### src/rtl/sr_mon_pkg.sv
// Shared definitions for the SR-latch monitor: tracked-state encoding,
// expected (q,qbar) per state, and the registered input sample layout.
package sr_mon_pkg;

  localparam logic [1:0] ST_UNKNOWN = 2'b00;
  localparam logic [1:0] ST_RST     = 2'b01;
  localparam logic [1:0] ST_SET     = 2'b10;
  localparam logic [1:0] ST_FORBID  = 2'b11;

  // Expected {q, qbar} for each checked state.
  localparam logic [1:0] EXP_QQB_RST    = 2'b01;
  localparam logic [1:0] EXP_QQB_SET    = 2'b10;
  localparam logic [1:0] EXP_QQB_FORBID = 2'b00;

  typedef struct packed {
    logic s;
    logic r;
    logic q;
    logic qbar;
  } sample_t;

endpackage

### src/rtl/sr_latch_monitor_if.sv
// Bundles for the SR-latch monitor: the counter control link between the
// monitor and its saturating counter, and the observation bundle of the latch pins.
interface sr_mon_cnt_if #(parameter int CNT_W = 8);
  logic             inc;
  logic             clr;
  logic [CNT_W-1:0] count;

  modport master (output inc, output clr, input count);
  modport slave  (input inc, input clr, output count);
endinterface


### src/rtl/sr_mon_sat_counter.sv
// Saturating event counter with synchronous clear; clear has priority over
// increment, so an event coincident with clear is dropped.
module sr_mon_sat_counter #(
  parameter int CNT_W = 8
) (
  input  logic         clk,
  input  logic         rst,
  sr_mon_cnt_if.slave  cnt
);

  localparam logic [CNT_W-1:0] CNT_MAX = '1;

  logic [CNT_W-1:0] count_q, count_d;

  // NOTE: every signal assigned in always_comb gets a default first so no latch is inferred.
  always_comb begin
    count_d = count_q;
    if (cnt.clr) begin
      count_d = '0;
    end else if (cnt.inc && (count_q != CNT_MAX)) begin
      count_d = count_q + CNT_W'(1);
    end
  end

  // NOTE: sequential state is written with non-blocking assignments only.
  always_ff @(posedge clk or posedge rst) begin
    if (rst) count_q <= '0;
    else     count_q <= count_d;
  end

  assign cnt.count = count_q;

endmodule

### src/rtl/sr_latch_monitor.sv
// Tracks the state of an external SR latch from its sampled (s,r) and checks
// the sampled (q,qbar) one sample later. Build option: SR_MON_FORBID_CHECK_EN.
module sr_latch_monitor
  import sr_mon_pkg::*;
#(
  parameter int CNT_W = 8
) (
  input  logic             clk,
  input  logic             rst,
  input  logic             s,
  input  logic             r,
  input  logic             q,
  input  logic             qbar,
  input  logic             clr_cnt,
  output logic [1:0]       state,
  output logic             exp_q,
  output logic             mismatch,
  output logic             forbidden,
  output logic [CNT_W-1:0] error_count
);

  sample_t    smp_q, smp_d;
  logic [1:0] state_q, state_d;
  logic       mismatch_q, mismatch_d;
  logic       chk_en;
  logic [1:0] exp_qqb;

  sr_mon_cnt_if #(.CNT_W(CNT_W)) cnt_if ();

  assign smp_d = {s, r, q, qbar};

  // 00 holds the state, except that releasing both inputs from FORBID
  // leaves a NOR latch in a race, so the outcome is unknown.
  always_comb begin
    state_d = state_q;
    case ({smp_q.s, smp_q.r})
      2'b01:   state_d = ST_RST;
      2'b10:   state_d = ST_SET;
      2'b11:   state_d = ST_FORBID;
      default: if (state_q == ST_FORBID) state_d = ST_UNKNOWN;
    endcase
  end

  // The latch output is compared with the state from the previous sample,
  // which gives the latch one cycle to settle.
  always_comb begin
    chk_en  = 1'b0;
    exp_qqb = EXP_QQB_RST;
    case (state_q)
      ST_RST: begin
        chk_en  = 1'b1;
        exp_qqb = EXP_QQB_RST;
      end
      ST_SET: begin
        chk_en  = 1'b1;
        exp_qqb = EXP_QQB_SET;
      end
`ifdef SR_MON_FORBID_CHECK_EN
      ST_FORBID: begin
        chk_en  = 1'b1;
        exp_qqb = EXP_QQB_FORBID;
      end
`else
      ST_FORBID: chk_en = 1'b0;
`endif
      default: chk_en = 1'b0;
    endcase
    mismatch_d = chk_en && ({smp_q.q, smp_q.qbar} != exp_qqb);
  end

  always_ff @(posedge clk or posedge rst) begin
    if (rst) begin
      smp_q      <= '0;
      state_q    <= ST_UNKNOWN;
      mismatch_q <= 1'b0;
    end else begin
      smp_q      <= smp_d;
      state_q    <= state_d;
      mismatch_q <= mismatch_d;
    end
  end

  // The counter steps on the same edge that raises the mismatch pulse.
  assign cnt_if.inc = mismatch_d;
  assign cnt_if.clr = clr_cnt;

  sr_mon_sat_counter #(.CNT_W(CNT_W)) u_cnt (
    .clk (clk),
    .rst (rst),
    .cnt (cnt_if.slave)
  );

  assign state       = state_q;
  assign mismatch    = mismatch_q;
  assign exp_q       = (state_q == ST_SET);
  assign forbidden   = (state_q == ST_FORBID);
  assign error_count = cnt_if.count;

endmodule

### config.mk
export PLATFORM = sky130hd
export DESIGN_NAME = sr_latch_monitor
export DESIGN_NICKNAME = d
export VERILOG_FILES = /design/src/rtl/sr_mon_pkg.sv /design/src/rtl/sr_latch_monitor_if.sv /design/src/rtl/sr_mon_sat_counter.sv /design/src/rtl/sr_latch_monitor.sv
export SDC_FILE = /design/constraint.sdc
export NUM_CORES = 1
export LEC_CHECK = 0
export CORE_AREA = 5 5 57 59
export DETAILED_ROUTE_END_ITERATION = 6
export DIE_AREA = 0 0 62 64
export GPL_ROUTABILITY_DRIVEN = 0
export PLACE_DENSITY = 0.49
export SYNTH_ARGS = -nofsm -noshare
export SYNTH_HDL_FRONTEND = slang
export SYNTH_HIERARCHICAL = 1
export SYNTH_SLANG_ARGS = --single-unit
### constraint.sdc
create_clock -name clk -period 2.2 [get_ports clk]
set_input_delay 0.22 -clock clk [delete_from_list [all_inputs] [get_ports clk]]
set_output_delay 0.22 -clock clk [all_outputs]
set_load 0.01 [all_outputs]
==> results.sh, run 1 <==
export IMPL_synth_top_area_share=0.4942
export IMPL_swShare=0.2601
export IMPL_h_tree_depth=1
export IMPL_layout_common_cells="clkdlybuf4s50_1 (19), dfrtp_1 (15), nor2_1 (6)"
export IMPL_yosysTopAreaCell="dfrtp_1"
export IMPL_power_density_nw_per_um2=558.8
export IMPL_p_seq_frac=0.538
export IMPL_synthesis_nets=77
export IMPL_crit_arrival_ns=2.23
export IMPL_synthDistinctLibCells=28
export IMPL_pin_count=20
export IMPL_setup_violations=0
export IMPL_wl_per_cell_um=13.01
export IMPL_slew_headroom=0.7639
export IMPL_track_usage=0.08918
export IMPL_netlist_area_um2=759.5
export IMPL_cp_top_family="compound AO/OA/AOI/OAI gates"
export IMPL_fin_crit_ns=2.052
export IMPL_coreArea_um2=2663
export IMPL_path_buf_inv=1
export IMPL_die_w_um=62
export IMPL_placed_cell_area_um2=980.9
export IMPL_worst_setup_path_type="register to register"
export IMPL_cp_end_kind="register"
export IMPL_drive_above_1_share=0.1573
export IMPL_cts_sinks=15
export IMPL_cts_resized=0
export IMPL_clockPowerShare=0.278
export IMPL_drt_total_wl_um=1561
export IMPL_ir_drop_mv=0.2224
export IMPL_clock_skew_final_ns=0.008257
export IMPL_rsz0062_at_grt="no"
export IMPL_finalHoldViolations=0
export IMPL_avgViaCountPerCell=4.850
export IMPL_drt_first_pass_iters=4
export IMPL_cp_start_kind="register"
export IMPL_min_path_type="primary input to async pin"
export IMPL_grt_max_degree=11
export IMPL_rows=19
export IMPL_worst_slew_pin_slew_ns=0.3531
export IMPL_status="finished, final reports clean"
export IMPL_setup_slack_ns=0.1482
export IMPL_dp_slack_ns=0.1527
export IMPL_grt_pass1_vias=589
export IMPL_vias=582
export IMPL_cts_setup_buffers=0
export IMPL_power_internal_uw=417.0
export IMPL_clk_pin_slew_ns=0.10
export IMPL_fmax_ghz=0.4874
export IMPL_drc=0
export IMPL_clockBufferDepth=2
export IMPL_postRouteAntennaNets=0
export IMPL_maxCapViolations=0
export IMPL_dpl_hpwl_um=1203
export IMPL_ys_seq_elements=15
export IMPL_grt_first_pass_wirelength_um=2670
export IMPL_crit_chain="inv_1 > ha_1 > nor2b_1 > a221oi_2 > nand4_1 > a211oi_2 > mux2_4"
export IMPL_syn_area_per_cell_um2=11.34
export IMPL_yosysSeqAreaShare=0.4942
export IMPL_final_common_cell="clkdlybuf4s50_1"
export IMPL_cp_max_fo=4
export IMPL_synthCells=67
export IMPL_nNetsFinal=100
export IMPL_antennaDiodeCount=0
export IMPL_antenna_found_initial=0
export IMPL_cpMaxStageDelayCell="dfrtp_1"
export IMPL_switchingPower_uw=146.6
export IMPL_tns_ns=0
export IMPL_io_buffers=19
export IMPL_initial_utilization=0.2852
export IMPL_pwr_share_comb=0.184
export IMPL_p_leak_nw=0.4571
export IMPL_drt_iter0_drc=24
export IMPL_syn_to_final_growth_pct=32.78
export IMPL_max_stage_delay_ns=0.38
export IMPL_worst_endpoint_required_ns=2.38
export IMPL_fin_crit_sh=0.9326
export IMPL_die_h_um=64
export IMPL_tritoncts="done"
export IMPL_synth_area_top_cells="dfrtp_1 (49%), mux2_4 (7.9%), ha_1 (4.9%)"
export IMPL_root_buffer="clkbuf_4"
export IMPL_clk_latency_ns=0.28
export IMPL_fin_area_um2=1008
export IMPL_hold_buffers=0
export IMPL_cts_inserted_buffers=3
export IMPL_yosysWarnings=6
export IMPL_grt_ovfl_total=0
export IMPL_die_area_um2=3968
export IMPL_drv_slew=0
kinds of logic after synthesis:
kind of cell             after synthesis  synth area share
AO/OA/AOI/OAI                         12            0.1433
adder cells (fa/ha/maj)                3           0.04943
buffers and inverters                  7           0.04448
flip-flops                            15            0.4942
multiplexers                           5           0.09226
AND/OR/NAND/NOR                       25            0.1763
through the flow:
step	instances	total power [mW]	hold WS, ns	utilization
3_5_place_dp	116	0.4143	0.4666	0.3684
4_1_cts	120	0.5736	0.1979	0.3788
3_3_place_gp	116	0.4147	0.4580	0.3684
5_1_grt	120	0.6059	0.2217	0.3788
2_1_floorplan	67	0.3589	0.02340	-
6_report	120	0.5636	0.1823	0.3788
worst register-to-register path, stage by stage (launching register included):
cell      delay, ns
dfrtp_1        0.38
inv_1          0.06
ha_1           0.21
nor2b_1        0.14
a221oi_2       0.32
nand4_1        0.24
a211oi_2       0.28
mux2_4         0.31
flip-flops by register name, indices dropped and copies added (netlist names):
signal,cells
mismatch,1
smp_q,4
state,2
u_cnt/cnt.count,8
path summary, 6_finish.rpt:
path | slack (ns) | cells after the start | to | from
worst max-delay path | 0.15 | 7 | u_cnt/cnt.count[5]$_DFFE_PP0P_ | state[0]$_DFFE_PP0P_
worst min-delay path | 0.18 | 2 | state[1]$_DFFE_PP0P_ | rst
worst max register to register | 0.15 | 7 | u_cnt/cnt.count[5]$_DFFE_PP0P_ | state[0]$_DFFE_PP0P_
worst min register to register | 0.49 | 1 | state[1]$_DFFE_PP0P_ | smp_q[3]$_DFF_PP0_
max in group asynchronous | 1.72 | 2 | u_cnt/cnt.count[1]$_DFFE_PP0P_ | rst
min in group clk | 0.36 | 1 | smp_q[2]$_DFF_PP0_ | r
power by group through the flow:
stage	Sequential (mW)	Clock (mW)	Combinational (mW)
2_1_floorplan	0.312	0	0.0466
3_3_place_gp	0.310	0	0.105
3_5_place_dp	0.309	0	0.105
4_1_cts	0.304	0.164	0.105
5_1_grt	0.307	0.184	0.115
6_report	0.303	0.157	0.104
cell usage after synthesis:
cell       n
a211oi_2   1
a21boi_2   1
a21o_1     1
a21oi_1    2
a21oi_2    2
a221oi_2   1
and2b_1    1
and3_1     1
and4_1     1
buf_6      1
clkbuf_1   1
dfrtp_1   15
ha_1       3
inv_1      5
mux2_4     4
mux2i_1    1
nand2_1    4
nand2b_1   1
nand3_1    2
nand4_1    2
nand4b_1   1
nor2_1     6
nor2b_1    5
nor3_1     1
o211a_1    1
o21bai_1   1
o311a_1    1
o31ai_1    1
per-layer routing:
metal  track usage  vias up  routed length (um)
met5             0        -                   0
met4       0.03979        0                  16
met3       0.02414        2                 100
met2        0.1244       21                 683
met1        0.1264      279                 760
li1              -      280                   -
layout make-up:
| cell class | instances | area (um2) |
|---|---|---|
| tap | 31 | 38.79 |
| clock inverter | 1 | 5.005 |
| timing repair buffer | 20 | 197.7 |
| inverter | 5 | 18.77 |
| sequential | 15 | 375.4 |
| clock buffer | 3 | 22.52 |
| fill | 268 | 1654 |
| multi-input combinational | 45 | 350.3 |
Note: power is estimated with default switching activity, not from simulation.
==> run 2: changes to the inputs <==
--- a/config.mk
+++ b/config.mk
@@ -5,11 +5,12 @@
 export SDC_FILE = /design/constraint.sdc
 export NUM_CORES = 1
 export LEC_CHECK = 0
-export CORE_AREA = 5 5 57 59
+export CORE_AREA = 2 2 54 56
 export DETAILED_ROUTE_END_ITERATION = 6
-export DIE_AREA = 0 0 62 64
+export DIE_AREA = 0 0 56 58
 export GPL_ROUTABILITY_DRIVEN = 0
 export PLACE_DENSITY = 0.49
+export SLEW_MARGIN = 40
 export SYNTH_ARGS = -nofsm -noshare
 export SYNTH_HDL_FRONTEND = slang
 export SYNTH_HIERARCHICAL = 1
==> run 2 against run 1 <==
- die area down 18%
- fmax decreased by 0.52%
- largest power group unchanged
- sequential share of layout area about the same
- largest cell class unchanged
- core utilization about the same
- cell count unchanged
- worst hold slack gained 0.0050 ns
- global-route usage is 1.7 points higher
- sequential cell count unchanged
- highest routed layer unchanged
- count of clock-buffer cells in the layout rose by 1
- clock skew is 0.0075 ns lower
==> results.sh, run 2 (synthesized netlist as in run 1, its figures left out) <==
export IMPL_tritoncts="done"
export IMPL_postRouteAntennaNets=0
export IMPL_syn_to_final_growth_pct=32.62
export IMPL_cts_sinks=15
export IMPL_drt_total_wl_um=1536
export IMPL_grt_max_degree=11
export IMPL_hold_buffers=0
export IMPL_cts_resized=0
export IMPL_swShare=0.2464
export IMPL_largest_reg_flops=8
export IMPL_routed_top_layer="met4"
export IMPL_worst_setup_path_type="register to register"
export IMPL_routed_wl_met3_um=71
export IMPL_power_density_nw_per_um2=553.0
export IMPL_layout_common_cells="clkdlybuf4s50_1 (19), dfrtp_1 (15), nor2_1 (6)"
export IMPL_track_usage=0.1061
export IMPL_finalHoldViolations=0
export IMPL_p_seq_frac=0.543
export IMPL_antenna_found_initial=0
export IMPL_cp_end_kind="register"
export IMPL_fin_crit_sh=0.9375
export IMPL_rows=19
export IMPL_ff2ff_setup_slack_ns=0.14
export IMPL_reg2regPathDepth=7
export IMPL_fmax_ghz=0.4848
export IMPL_wl_met2_um=715
export IMPL_cts_setup_buffers=0
export IMPL_ir_drop_mv=0.2326
export IMPL_antennaDiodeCount=0
export IMPL_dpl_hpwl_um=1150
export IMPL_clk_latency_ns=0.27
export IMPL_drv_slew=0
export IMPL_clockBufferDepth=2
export IMPL_grt_first_pass_wirelength_um=2670
export IMPL_status="finished, final reports clean"
export IMPL_grt_pass1_vias=594
export IMPL_cpMaxStageDelayCell="dfrtp_1"
export IMPL_avgViaCountPerCell=4.692
export IMPL_cp_max_fo=4
export IMPL_drive_above_1_share=0.1461
export IMPL_drc=0
export IMPL_setup_violations=0
export IMPL_drt_iter0_drc=20
export IMPL_initial_utilization=0.2852
export IMPL_die_w_um=56
export IMPL_root_buffer="clkbuf_4"
export IMPL_wl_per_cell_um=12.80
export IMPL_dp_cells=116
export IMPL_die_h_um=58
export IMPL_nNetsFinal=100
export IMPL_slew_headroom=0.7607
export IMPL_fin_crit_ns=2.063
export IMPL_timing_rr_start="state[0]$_DFFE_PP0P_"
export IMPL_met1_length_um=737
export IMPL_vias=563
export IMPL_die_area_um2=3248
export IMPL_pin_count=20
export IMPL_h_tree_depth=1
export IMPL_reg2reg_to="u_cnt/cnt.count[5]$_DFFE_PP0P_"
export IMPL_p_leak_nw=0.4544
export IMPL_drt_first_pass_iters=4
export IMPL_crit_chain="inv_1 > ha_1 > nor2b_1 > a221oi_2 > nand4_1 > a211oi_2 > mux2_4"
export IMPL_max_stage_delay_ns=0.37
export IMPL_fillers=284
export IMPL_pwr_share_comb=0.185
export IMPL_maxCapViolations=0
export IMPL_worst_slew_pin_slew_ns=0.3578
export IMPL_crit_arrival_ns=2.23
export IMPL_clockPowerShare=0.272
export IMPL_crit_path_start="state[0]$_DFFE_PP0P_"
export IMPL_tns_ns=0
export IMPL_clk_pin_slew_ns=0.08
export IMPL_worst_endpoint_required_ns=2.37
export IMPL_grt_ovfl_total=0
export IMPL_power_uw=557.0
export IMPL_crit_path_end="u_cnt/cnt.count[5]$_DFFE_PP0P_"
export IMPL_io_buffers=19
export IMPL_rsz0062_at_grt="no"
export IMPL_final_cells=120
export IMPL_clock_skew_final_ns=0.0007790
export IMPL_switchingPower_uw=137.2
export IMPL_final_common_cell="clkdlybuf4s50_1"
export IMPL_cp_start_kind="register"
export IMPL_min_path_type="primary input to async pin"
export IMPL_coreArea_um2=2663
export IMPL_cts_inserted_buffers=3
export IMPL_power_internal_uw=419.8
-- run 2: layout make-up --
class                      instances  area [um2]  area share
clock buffer                       4       26.28     0.02609
inverter                           5       18.77     0.01863
multi-input combinational         45       350.3      0.3478
sequential                        15       375.4      0.3727
tap                               31       38.79     0.03851
timing repair buffer              20       197.7      0.1963
-- run 2: power groups by stage --
stage	combinational (mW)	sequential [mW]	clock, mW
after CTS	0.106	0.303	0.162
final	0.103	0.302	0.151
after global routing	0.115	0.306	0.175
after global placement	0.104	0.309	0
after detailed placement	0.104	0.309	0
after floorplan	0.0466	0.312	0
-- run 2: critical path: cells and delay by family (launching register included) --
family / cells / cell delay [ns]
multiplexers: 1 / 0.32
buffers and inverters: 1 / 0.06
AO/OA/AOI/OAI: 2 / 0.62
AND/OR/NAND/NOR: 2 / 0.37
adder cells (fa/ha/maj): 1 / 0.21
flip-flops: 1 / 0.37
-- run 2: how the worst min path moves through the flow --
| stage | startpoint | to |
|---|---|---|
| detailed placement | smp_q[3]$_DFF_PP0_ | state[1]$_DFFE_PP0P_ |
| global placement | smp_q[3]$_DFF_PP0_ | state[1]$_DFFE_PP0P_ |
| floorplan | rst | mismatch$_DFF_PP0_ |
| CTS | rst | mismatch$_DFF_PP0_ |
| finish | rst | smp_q[1]$_DFF_PP0_ |
| global route | rst | state[1]$_DFFE_PP0P_ |
-- run 2: through the flow --
| step | util | hold slack, ns | cell area (um2) | setup slack, ns |
|---|---|---|---|---|
| finish | 0.3783 | 0.1873 | 1007 | 0.1375 |
| global route | 0.3783 | 0.2243 | 1007 | 0.006441 |
| CTS | 0.3783 | 0.1897 | 1007 | 0.1225 |
| detailed placement | 0.3684 | 0.4623 | 980.9 | 0.1281 |
| global placement | 0.3684 | 0.4563 | 980.9 | 0.1828 |
| floorplan | - | 0.02340 | 759.5 | 0.07103 |
-- run 2: routing by layer --
metal / track usage / vias to the layer above
met5: 0 / -
met4: 0.05102 / 0
met3: 0.02009 / 2
met2: 0.1697 / 17
met1: 0.1392 / 266
li1: - / 278
